<file path="src/rtl/capture_scheduler_if.sv">
// Scheduler bundle: vsync, capture controls, writer handshake, consumer mailbox and status.
// The master modport is the scheduler side. The slave modport is the writer/consumer/host side.
interface capture_scheduler_if;
    logic        vsync_n;
    logic        start_single;
    logic        cont_en;
    logic        stop;
    logic        capture_sig;
    logic        capture_rtn;
    logic [31:0] wr_base;
    logic        frame_valid;
    logic [31:0] frame_base;
    logic        frame_take;
    logic        frame_release;
    logic        busy;
    logic        err;
    logic [15:0] frames_done;
    logic [15:0] frames_dropped;

    modport master (
        input  vsync_n, start_single, cont_en, stop, capture_rtn, frame_take, frame_release,
        output capture_sig, wr_base, frame_valid, frame_base, busy, err, frames_done, frames_dropped
    );

    modport slave (
        output vsync_n, start_single, cont_en, stop, capture_rtn, frame_take, frame_release,
        input  capture_sig, wr_base, frame_valid, frame_base, busy, err, frames_done, frames_dropped
    );
endinterface

</file>
<file path="src/rtl/capture_scheduler.sv">
// Frame-capture sequencer with triple-buffer rotation and a take/release mailbox for the consumer.
// Buffers are assigned so that the writer never targets the latest or the held frame.
module capture_scheduler #(
    parameter int          NUM_BUF     = 3,
    parameter logic [31:0] BASE_ADDR   = 32'h0000_0000,
    parameter logic [31:0] FRAME_BYTES = 32'd7680000
) (
    input  logic                  vid_clk,
    input  logic                  rst,
    capture_scheduler_if.master   bus
);
    typedef enum logic [1:0] {ST_IDLE, ST_ARM, ST_RUN} state_t;

    function automatic logic [31:0] buf_base(input logic [1:0] idx);
        return BASE_ADDR + 32'(idx) * FRAME_BYTES;
    endfunction

    state_t      state_q, state_d;
    logic [1:0]  vs_q, vs_d;
    logic        single_q, single_d;
    logic        stop_pend_q, stop_pend_d;
    logic        capture_sig_q, capture_sig_d;
    logic        err_q, err_d;
    logic        busy_q, busy_d;
    logic [1:0]  wr_idx_q, wr_idx_d;
    logic [1:0]  latest_idx_q, latest_idx_d;
    logic [1:0]  held_idx_q, held_idx_d;
    logic        latest_vld_q, latest_vld_d;
    logic        held_vld_q, held_vld_d;
    logic [31:0] wr_base_q, wr_base_d;
    logic [31:0] frame_base_q, frame_base_d;
    logic [15:0] frames_done_q, frames_done_d;
    logic [15:0] frames_dropped_q, frames_dropped_d;
    logic [NUM_BUF-1:0] buf_free;

    logic vs_rise, frame_end, run_frame_end, take;

    // capture_rtn still reflects the frame that just ended during the vs_rise cycle
    assign vs_rise       = vs_q[0] & ~vs_q[1];
    assign frame_end     = vs_rise & bus.capture_rtn;
    assign run_frame_end = frame_end && (state_q == ST_RUN);
    assign take          = bus.frame_take & latest_vld_q;

    always_comb begin
        vs_d         = {vs_q[0], ~bus.vsync_n};
        latest_vld_d = latest_vld_q;
        latest_idx_d = latest_idx_q;
        held_vld_d   = held_vld_q;
        held_idx_d   = held_idx_q;
        if (take) begin
            held_vld_d   = 1'b1;
            held_idx_d   = latest_idx_q;
            latest_vld_d = 1'b0;
        end else if (bus.frame_release) begin
            held_vld_d = 1'b0;
        end
        if (run_frame_end) begin
            latest_vld_d = 1'b1;
            latest_idx_d = wr_idx_q;
        end
        frame_base_d = buf_base(latest_idx_d);
    end

    genvar gi;
    generate
        for (gi = 0; gi < NUM_BUF; gi++) begin : g_free
            assign buf_free[gi] = (latest_idx_d != 2'(gi)) && !(held_vld_d && (held_idx_d == 2'(gi)));
        end
    endgenerate

    always_comb begin
        state_d          = state_q;
        single_d         = single_q;
        stop_pend_d      = stop_pend_q;
        capture_sig_d    = capture_sig_q;
        err_d            = err_q;
        wr_idx_d         = wr_idx_q;
        frames_done_d    = frames_done_q;
        frames_dropped_d = frames_dropped_q;
        if (run_frame_end) begin
            frames_done_d = frames_done_q + 16'd1;
            if (latest_vld_q && !take)
                frames_dropped_d = frames_dropped_q + 16'd1;
            // descending scan so the lowest free index is the one that sticks
            for (int i = NUM_BUF - 1; i >= 0; i--)
                if (buf_free[i]) wr_idx_d = 2'(i);
        end
        wr_base_d = buf_base(wr_idx_d);
        case (state_q)
            ST_IDLE: begin
                stop_pend_d   = 1'b0;
                capture_sig_d = 1'b0;
                if (bus.start_single) begin
                    single_d      = 1'b1;
                    state_d       = ST_ARM;
                    capture_sig_d = 1'b1;
                end else if (bus.cont_en) begin
                    single_d      = 1'b0;
                    state_d       = ST_ARM;
                    capture_sig_d = 1'b1;
                end
            end
            ST_ARM: begin
                if (vs_rise) begin
                    state_d       = ST_RUN;
                    stop_pend_d   = bus.stop;
                    capture_sig_d = bus.cont_en && !single_q && !bus.stop;
                end else if (bus.stop || (!single_q && !bus.cont_en)) begin
                    capture_sig_d = 1'b0;
                    state_d       = ST_IDLE;
                end
            end
            ST_RUN: begin
                stop_pend_d   = stop_pend_q | bus.stop;
                capture_sig_d = bus.cont_en && !single_q && !stop_pend_d;
                if (vs_rise && !bus.capture_rtn) begin
                    err_d         = 1'b1;
                    state_d       = ST_IDLE;
                    capture_sig_d = 1'b0;
                end else if (frame_end && !capture_sig_q) begin
                    state_d       = ST_IDLE;
                    capture_sig_d = 1'b0;
                end
            end
            default: state_d = ST_IDLE;
        endcase
        busy_d = (state_d != ST_IDLE);
    end

    always_ff @(posedge vid_clk) begin
        if (rst) begin
            state_q          <= ST_IDLE;
            vs_q             <= 2'b00;
            single_q         <= 1'b0;
            stop_pend_q      <= 1'b0;
            capture_sig_q    <= 1'b0;
            err_q            <= 1'b0;
            busy_q           <= 1'b0;
            wr_idx_q         <= 2'd0;
            latest_idx_q     <= 2'd0;
            held_idx_q       <= 2'd0;
            latest_vld_q     <= 1'b0;
            held_vld_q       <= 1'b0;
            wr_base_q        <= BASE_ADDR;
            frame_base_q     <= BASE_ADDR;
            frames_done_q    <= 16'd0;
            frames_dropped_q <= 16'd0;
        end else begin
            state_q          <= state_d;
            vs_q             <= vs_d;
            single_q         <= single_d;
            stop_pend_q      <= stop_pend_d;
            capture_sig_q    <= capture_sig_d;
            err_q            <= err_d;
            busy_q           <= busy_d;
            wr_idx_q         <= wr_idx_d;
            latest_idx_q     <= latest_idx_d;
            held_idx_q       <= held_idx_d;
            latest_vld_q     <= latest_vld_d;
            held_vld_q       <= held_vld_d;
            wr_base_q        <= wr_base_d;
            frame_base_q     <= frame_base_d;
            frames_done_q    <= frames_done_d;
            frames_dropped_q <= frames_dropped_d;
        end
    end

    assign bus.capture_sig    = capture_sig_q;
    assign bus.wr_base        = wr_base_q;
    assign bus.frame_valid    = latest_vld_q;
    assign bus.frame_base     = frame_base_q;
    assign bus.busy           = busy_q;
    assign bus.err            = err_q;
    assign bus.frames_done    = frames_done_q;
    assign bus.frames_dropped = frames_dropped_q;
endmodule
</file>
<file path="src/flat_wrapper.sv">
// flat-port wrapper written by rule: the top's interface ports become plain ports
module capture_scheduler_flat 
#(
    parameter int          NUM_BUF     = 3,
    parameter logic [31:0] BASE_ADDR   = 32'h0000_0000,
    parameter logic [31:0] FRAME_BYTES = 32'd7680000
)
  (vid_clk, rst, bus_vsync_n, bus_start_single, bus_cont_en, bus_stop, bus_capture_rtn, bus_frame_take, bus_frame_release, bus_capture_sig, bus_wr_base, bus_frame_valid, bus_frame_base, bus_busy, bus_err, bus_frames_done, bus_frames_dropped);
  capture_scheduler_if bus_i ();
  input  logic vid_clk;
  input  logic rst;
  input wire logic [$bits(bus_i.vsync_n)-1:0] bus_vsync_n;
  input wire logic [$bits(bus_i.start_single)-1:0] bus_start_single;
  input wire logic [$bits(bus_i.cont_en)-1:0] bus_cont_en;
  input wire logic [$bits(bus_i.stop)-1:0] bus_stop;
  input wire logic [$bits(bus_i.capture_rtn)-1:0] bus_capture_rtn;
  input wire logic [$bits(bus_i.frame_take)-1:0] bus_frame_take;
  input wire logic [$bits(bus_i.frame_release)-1:0] bus_frame_release;
  output wire logic [$bits(bus_i.capture_sig)-1:0] bus_capture_sig;
  output wire logic [$bits(bus_i.wr_base)-1:0] bus_wr_base;
  output wire logic [$bits(bus_i.frame_valid)-1:0] bus_frame_valid;
  output wire logic [$bits(bus_i.frame_base)-1:0] bus_frame_base;
  output wire logic [$bits(bus_i.busy)-1:0] bus_busy;
  output wire logic [$bits(bus_i.err)-1:0] bus_err;
  output wire logic [$bits(bus_i.frames_done)-1:0] bus_frames_done;
  output wire logic [$bits(bus_i.frames_dropped)-1:0] bus_frames_dropped;
  assign bus_i.vsync_n = bus_vsync_n;
  assign bus_i.start_single = bus_start_single;
  assign bus_i.cont_en = bus_cont_en;
  assign bus_i.stop = bus_stop;
  assign bus_i.capture_rtn = bus_capture_rtn;
  assign bus_i.frame_take = bus_frame_take;
  assign bus_i.frame_release = bus_frame_release;
  assign bus_capture_sig = bus_i.capture_sig;
  assign bus_wr_base = bus_i.wr_base;
  assign bus_frame_valid = bus_i.frame_valid;
  assign bus_frame_base = bus_i.frame_base;
  assign bus_busy = bus_i.busy;
  assign bus_err = bus_i.err;
  assign bus_frames_done = bus_i.frames_done;
  assign bus_frames_dropped = bus_i.frames_dropped;
  capture_scheduler #(.NUM_BUF(NUM_BUF), .BASE_ADDR(BASE_ADDR), .FRAME_BYTES(FRAME_BYTES)) u_core (.vid_clk(vid_clk), .rst(rst), .bus(bus_i));
endmodule
</file>
<file path="config.mk">
export PLATFORM = sky130hd
export DESIGN_NAME = capture_scheduler_flat
export DESIGN_NICKNAME = d
export VERILOG_FILES = /design/src/rtl/capture_scheduler_if.sv /design/src/rtl/capture_scheduler.sv /design/src/flat_wrapper.sv
export SDC_FILE = /design/constraint.sdc
export NUM_CORES = 1
export LEC_CHECK = 0
export CORE_UTILIZATION = 63
export CTS_CLUSTER_DIAMETER = 100
export DETAILED_ROUTE_END_ITERATION = 16
export DONT_BUFFER_PORTS = 1
export PLACE_DENSITY = 0.79
export SETUP_SLACK_MARGIN = 0.05
export SYNTH_ARGS = -nofsm -noshare
export SYNTH_HDL_FRONTEND = slang
export SYNTH_SLANG_ARGS = --single-unit
</file>
<file path="constraint.sdc">
create_clock -name vid_clk -period 4.07 [get_ports vid_clk]
set_clock_uncertainty 0.15 [all_clocks]
set_input_delay 0.407 -clock vid_clk [delete_from_list [all_inputs] [get_ports vid_clk]]
set_output_delay 0.407 -clock vid_clk [all_outputs]
set_load 0.01 [all_outputs]
</file>
; ---- Word level (Yosys, flattened, before mapping)
; Index checks and enable logic that the tools add are counted.
[classes]
addsub = 2
n_mul = 2
n_div = 0
n_lt_le_gt_ge = 0
eq_ne = 8
shift = 0
n_mux = 28
bitwise_logic = 6
n_reduce_logical = 37
[ops]
columns = op, count
row1 = "16-bit by 1-bit adder with 16-bit output, second input constant", 2
row2 = "2-bit by 11-bit multiplier with 13-bit output, second input constant", 2
row3 = 2-bit 2-to-1 mux, 12
row4 = 1-bit logical AND, 14
row5 = 1-bit 2-to-1 mux, 13
row6 = 1-bit zero test, 10
row7 = 2-bit AND reduction, 5
row8 = 2-bit nonzero test, 4
row9 = 1-bit case mux with 3 select lines, 2
row10 = 2-bit case mux with 3 select lines, 1
row11 = "2-bit by 1-bit == test with 1-bit output, second input constant", 2
row12 = "2-bit == test, second input constant", 2
row13 = 2-bit zero test, 2
row14 = "2-bit by 1-bit != test with 1-bit output, second input constant", 2
row15 = 1-bit AND, 3
row16 = "3-bit by 1-bit != test with 1-bit output, second input constant", 1
row17 = 3-bit nonzero test, 1
row18 = "2-bit != test, second input constant", 1
row19 = 1-bit NOT, 2
row20 = 1-bit logical OR, 1
row21 = 1-bit bitwise OR, 1
[word_totals]
reg_bits = 113
latchBits = 0
ram_bits = 0
romBits = 0
inputBits = 9
wordCells = 101
memories = 0

; ---- Longest topological paths before layout
[logic_depth]
ltp_word = 12
depth_mapped = 14

; ---- Worst setup path after synthesis
; No wires, ideal clock.
[synth_path]
path_type = register to register
start = reg u_core.state_q[0]
end = reg u_core.wr_base_q[21] (netlist: u_core.bus.wr_base[21])
arrival_ns = 2.843
required_time_ns = 3.791
slack_ns = 0.948
path_stages_with_launch = 15
path_buffers = 1
period_less_slack_ns = 3.122
cell_sequence = dfxtp_1 > inv_1 > ha_1 > nand4b_2 > clkbuf_1 > nor2_1 > a21oi_1 > inv_1 > ha_1 > or2_2 > o32ai_1 > o2bb2ai_1 > or2_2 > ha_1 > nor2b_1
[synth_between]
elab_chain_cells = 10
word_cells_on_any_way = 14
cone_classes = 1 x mul / 3 x eq/ne / 5 x mux / 5 x reduce/logical
[synth_lines]
columns = element, line_no
row1 = start: declaration, capture_scheduler.sv:18  ; state_t state_q, state_d;
row2 = start signal: assignment, capture_scheduler.sv:149  ; state_q <= state_d;
row3 = 2-bit == test (*), capture_scheduler.sv:41  ; assign run_frame_end = frame_end && (state_q == ST_RUN);
row4 = 1-bit logical AND (*), capture_scheduler.sv:41
row5 = 2-bit 2-to-1 mux, capture_scheduler.sv:57  ; if (run_frame_end) begin
row6 = 2-bit != test, capture_scheduler.sv:67  ; assign buf_free[gi] = (latest_idx_d != 2'(gi)) && !(held_vld_d && (held_idx_d == 2'(gi)));
row7 = 1-bit logical AND, capture_scheduler.sv:67
row8 = 2-bit 2-to-1 mux (3 in a row), capture_scheduler.sv:86  ; if (buf_free[i]) wr_idx_d = 2'(i);
row9 = 2-bit 2-to-1 mux (*), capture_scheduler.sv:80  ; if (run_frame_end) begin
row10 = 2-bit by 11-bit multiplier with 13-bit output (*), capture_scheduler.sv:15  ; return BASE_ADDR + 32'(idx) * FRAME_BYTES;
row11 = end signal: assignment, capture_scheduler.sv:161  ; wr_base_q <= wr_base_d;
row12 = end: declaration, capture_scheduler.sv:30  ; logic [31:0] wr_base_q, wr_base_d;
; Every way passes the cells marked *; elsewhere a longest branch is shown, timed or not.
; A chain may end at the register's enable or synchronous reset.

; ---- Worst setup path in the final report
; Same ends and word-level chain as after synthesis.

==> run_results.csv <==
group,metric,value,unit
setup_path,required,4.14,ns
logic_synthesis,netlist_area,3120,µm²
drt,via_count,2370,
timing,fin_tns_setup,0,ns
global_routing,grt_pass1_vias,1959,
clock_network,insertion_delay,0.33,ns
setup_path,cp_num_buf_inv,3,
setup_path,cp_cell_sequence,"inv_1 -> ha_1 -> nand4b_2 -> buf_4 -> nor2_1 -> a21oi_1 -> inv_1 -> ha_1 -> or2_2 -> o32ai_1 -> o2bb2ai_1 -> or2_2 -> ha_1 -> nor2b_1",
final_layout,area_growth,-0.562,%
clock_network,numCtsBuffers,9,
clock_network,cts.clk_slew.worst_paths,0.06,ns
floorplanning,dieHeight,72.4,µm
global_routing,busiest_layer,"met2",
drt,viasPerCell,5.60,
setup_path,path_common_cell,"ha_1",
pwr,power.total,1.06,mW
logic_synthesis,yosys_warnings,0,
setup_path,rr_worst_depth,14,
job,maxCapViolations,0,
global_routing,grt_pass1_wl,9010,µm
final_layout,n_fill_cell,421,
timing,worst_slew_pin_slew,0.566,ns
setup_path,crit_slowest_cell,"dfxtp_1",
drt,ant_nets,0,
clock_network,clock-sinks,57,
setup_path,criticalPathCategory,"reg -> reg",
floorplanning,die_x,72.4,µm
clock_network,post_cts_buffers,0,
global_routing,grtUsageMet1,0.268,
setup_path,r2r_start,"u_core.state_q[0]",
final_layout,multi_input_area,1630,µm²
logic_synthesis,synth_cells,362,
clock_network,cts_tree,"yes",
logic_synthesis,ys_ff_latch,57,
pwr,power_leakage,1.19,nW
final_layout,seqCellArea,1140,µm²
logic_synthesis,synth.avg_cell_area,8.61,µm²
setup_path,cp.depth,14,
floorplanning,dieArea,5230,µm²
logic_synthesis,yosysSeqAreaShare,0.366,
final_layout,fin_cells,423,
timing,rsz0062_at_grt,"no",
global_routing,gr-usage-met2,0.358,
drt,drt_wl_total,5710,µm
final_layout,final_nets,376,
timing,slew_viol_final,0,
timing,slew_headroom,0.622,
setup_path,reg2reg_to,"u_core.bus.wr_base[21]",
timing,finalCritPeriodShare,0.804,
timing,clock.fmax,306,MHz
setup_path,path_max_fanout,15,
placed_design,finalWeightedCongestion,0.923,
clock_network,cts_buffer_depth,2,
setup_path,setup.worst_path.end,"u_core.bus.wr_base[21]",
drt,drc,0,
setup_path,end_kind,"flip-flop",
global_routing,antenna_found_initial,0,
global_routing,grt_start_max_net_pins,52,
setup_path,crit_arrival,3.34,ns
clock_network,cts_root_buf,"clkbuf_8",
setup_path,cp-startpoint,"u_core.state_q[0]",
final_layout,drive_above_1_share,0.0618,
logic_synthesis,synth_cell_types,55,
floorplanning,placementRows,25,
pwr,ir_drop,0.000185,V
global_routing,grtUsageTotal,0.224,
placed_design,hpwlAfterDp,3950,µm
logic_synthesis,synth_edf_count,0,
setup_path,critical_path.max_stage_delay,0.38,ns
drt,drt-wirelength-per-cell,13.5,µm
setup_path,cpLargestDelayFamily,"simple AND/OR/NAND/NOR gates",
final_layout,n_antenna_cell,0,
hold_path,min_path_cells,2,
placed_design,place_ws,0.857,ns
floorplanning,ios,109,
placed_design,port_buffers,0,
hold_path,min_path_type,"in -> reg",
logic_synthesis,synth-main-ff-cell,"dfxtp_1",
timing,finalHoldViolCount,0,
setup_path,crit_path_start_kind,"flip-flop",
drt,drt_pre_antenna_iters,4,
timing,finalSetupViolCount,0,
global_routing,grt-ovfl-total,0,
floorplanning,core_area,4750,µm²
pwr,cellPowerDensity,342,nW/µm²
clock_network,cts_htree_levels,3,
logic_synthesis,async_reset_ff_frac,0,
outcome,status,"finished clean",
timing,timing.final.ws_setup,0.798,ns
setup_path,r2r_slack,0.80,ns
drt,drt-initial-drc-count,146,
timing,fin_crit,3.27,ns
floorplanning,start_util,0.656,
global_routing,met3_usage,0.0847,
placed_design,placed_cells,407,
per-layer routing:
layer / vias to the layer above / share of wire
met1: 1107 / 0.43
met4: 0 / 0.012
li1: 1161 / -
met2: 92 / 0.48
met3: 10 / 0.074
met5: - / 0
cells by family after synthesis:
kind of cell	share of synthesized area
compound gates	0.132
flops	0.366
fa+ha+maj	0.0562
mux	0.00722
other cells	0.00120
simple gates	0.239
buf+inv	0.156
xor+xnor	0.0421
final cells by class:
class / instances / area share
Clock buffer: 13 / 0.0448
Clock inverter: 1 / 0.00161
Inverter: 15 / 0.0182
Multi-Input combinational cell: 266 / 0.526
Sequential cell: 57 / 0.368
Tap cell: 67 / 0.0270
Timing Repair Buffer: 4 / 0.0145
power breakdown:
part	switching, mW	internal (mW)
logic	0.0505	0.0222
registers	0.00892	0.567
clock network	0.197	0.213
total	0.257	0.803
worst min-delay path by stage:
stage,start,to,slack [ns]
floorplan,u_core.stop_pend_q,u_core.stop_pend_q,0.30
global route,bus_start_single,u_core.single_q,0.09
detailed placement,rst,u_core.bus.wr_base[19],0.33
CTS,rst,u_core.bus.frames_done[10],0.08
finish,rst,u_core.bus.frames_done[10],0.09
global placement,u_core.stop_pend_q,u_core.stop_pend_q,0.32
placed cells by master (no fill, tap or decap), drive strengths merged, types with 3 or more instances in the layout:
master,n
o21ai,14
o31ai,4
or4,4
and3,4
buf,3
nand2b,4
xnor2,9
nor3,4
nand4,12
ha,14
clkbuf,13
and4,3
nor2,36
nand3,12
nor4,3
or3,9
nand2,19
xor2,6
nor2b,12
conb,38
dfxtp,57
inv,15
a21oi,22
a31oi,3
stage by stage:
step / utilization / hold WS (ns) / cell area [µm²]
after detailed placement: 0.616 / 0.331 / 2930
after floorplan: - / 0.297 / 3260
after CTS: 0.652 / 0.0760 / 3100
after global placement: 0.616 / 0.320 / 2930
after global routing: 0.652 / 0.0909 / 3100
final: 0.652 / 0.0917 / 3100
state kept, by name, summed over array words and instances, names as in the netlist:
signal / cells
u_core.bus.busy: 1
u_core.bus.capture_sig: 1
u_core.bus.err: 1
u_core.bus.frame_base: 5
u_core.bus.frame_valid: 1
u_core.bus.frames_done: 16
u_core.bus.frames_dropped: 16
u_core.bus.wr_base: 5
u_core.held_idx_q: 2
u_core.held_vld_q: 1
u_core.latest_idx_q: 1
u_core.single_q: 1
u_core.state_q: 2
u_core.stop_pend_q: 1
u_core.vs_q: 2
u_core.wr_idx_q: 1
Yosys cell counts (2+ instances only):
master / number / area (µm²)
nand4_1: 11 / 68.8
o31ai_1: 4 / 30.0
nand3_1: 11 / 55.1
or3_1: 9 / 56.3
nor3_1: 4 / 20.0
a31oi_1: 3 / 18.8
buf_4: 53 / 398
or2_2: 2 / 12.5
buf_1: 4 / 15.0
mux2_2: 2 / 22.5
xor2_1: 6 / 52.6
nand2_1: 19 / 71.3
a21oi_1: 22 / 110
nor2b_1: 12 / 75.1
o211ai_1: 2 / 15.0
nor4_1: 2 / 12.5
o21ai_0: 14 / 70.1
and4_1: 3 / 26.3
ha_1: 14 / 175
xnor2_1: 9 / 78.8
and3_1: 4 / 25.0
clkbuf_1: 3 / 11.3
o2bb2ai_1: 2 / 17.5
or4_1: 4 / 30.0
a41oi_1: 2 / 17.5
and4b_1: 2 / 20.0
and2_1: 2 / 12.5
dfxtp_1: 57 / 1140
inv_1: 15 / 56.3
a22oi_1: 2 / 15.0
nor2_1: 36 / 135
nand2b_1: 4 / 25.0
timing repair:
item	4_1_cts	5_1_grt
hold buffers	2	0
resized for setup	0	0
hold endpoints to repair	51	0
No activity file was read; power rests on OpenSTA's default activity.
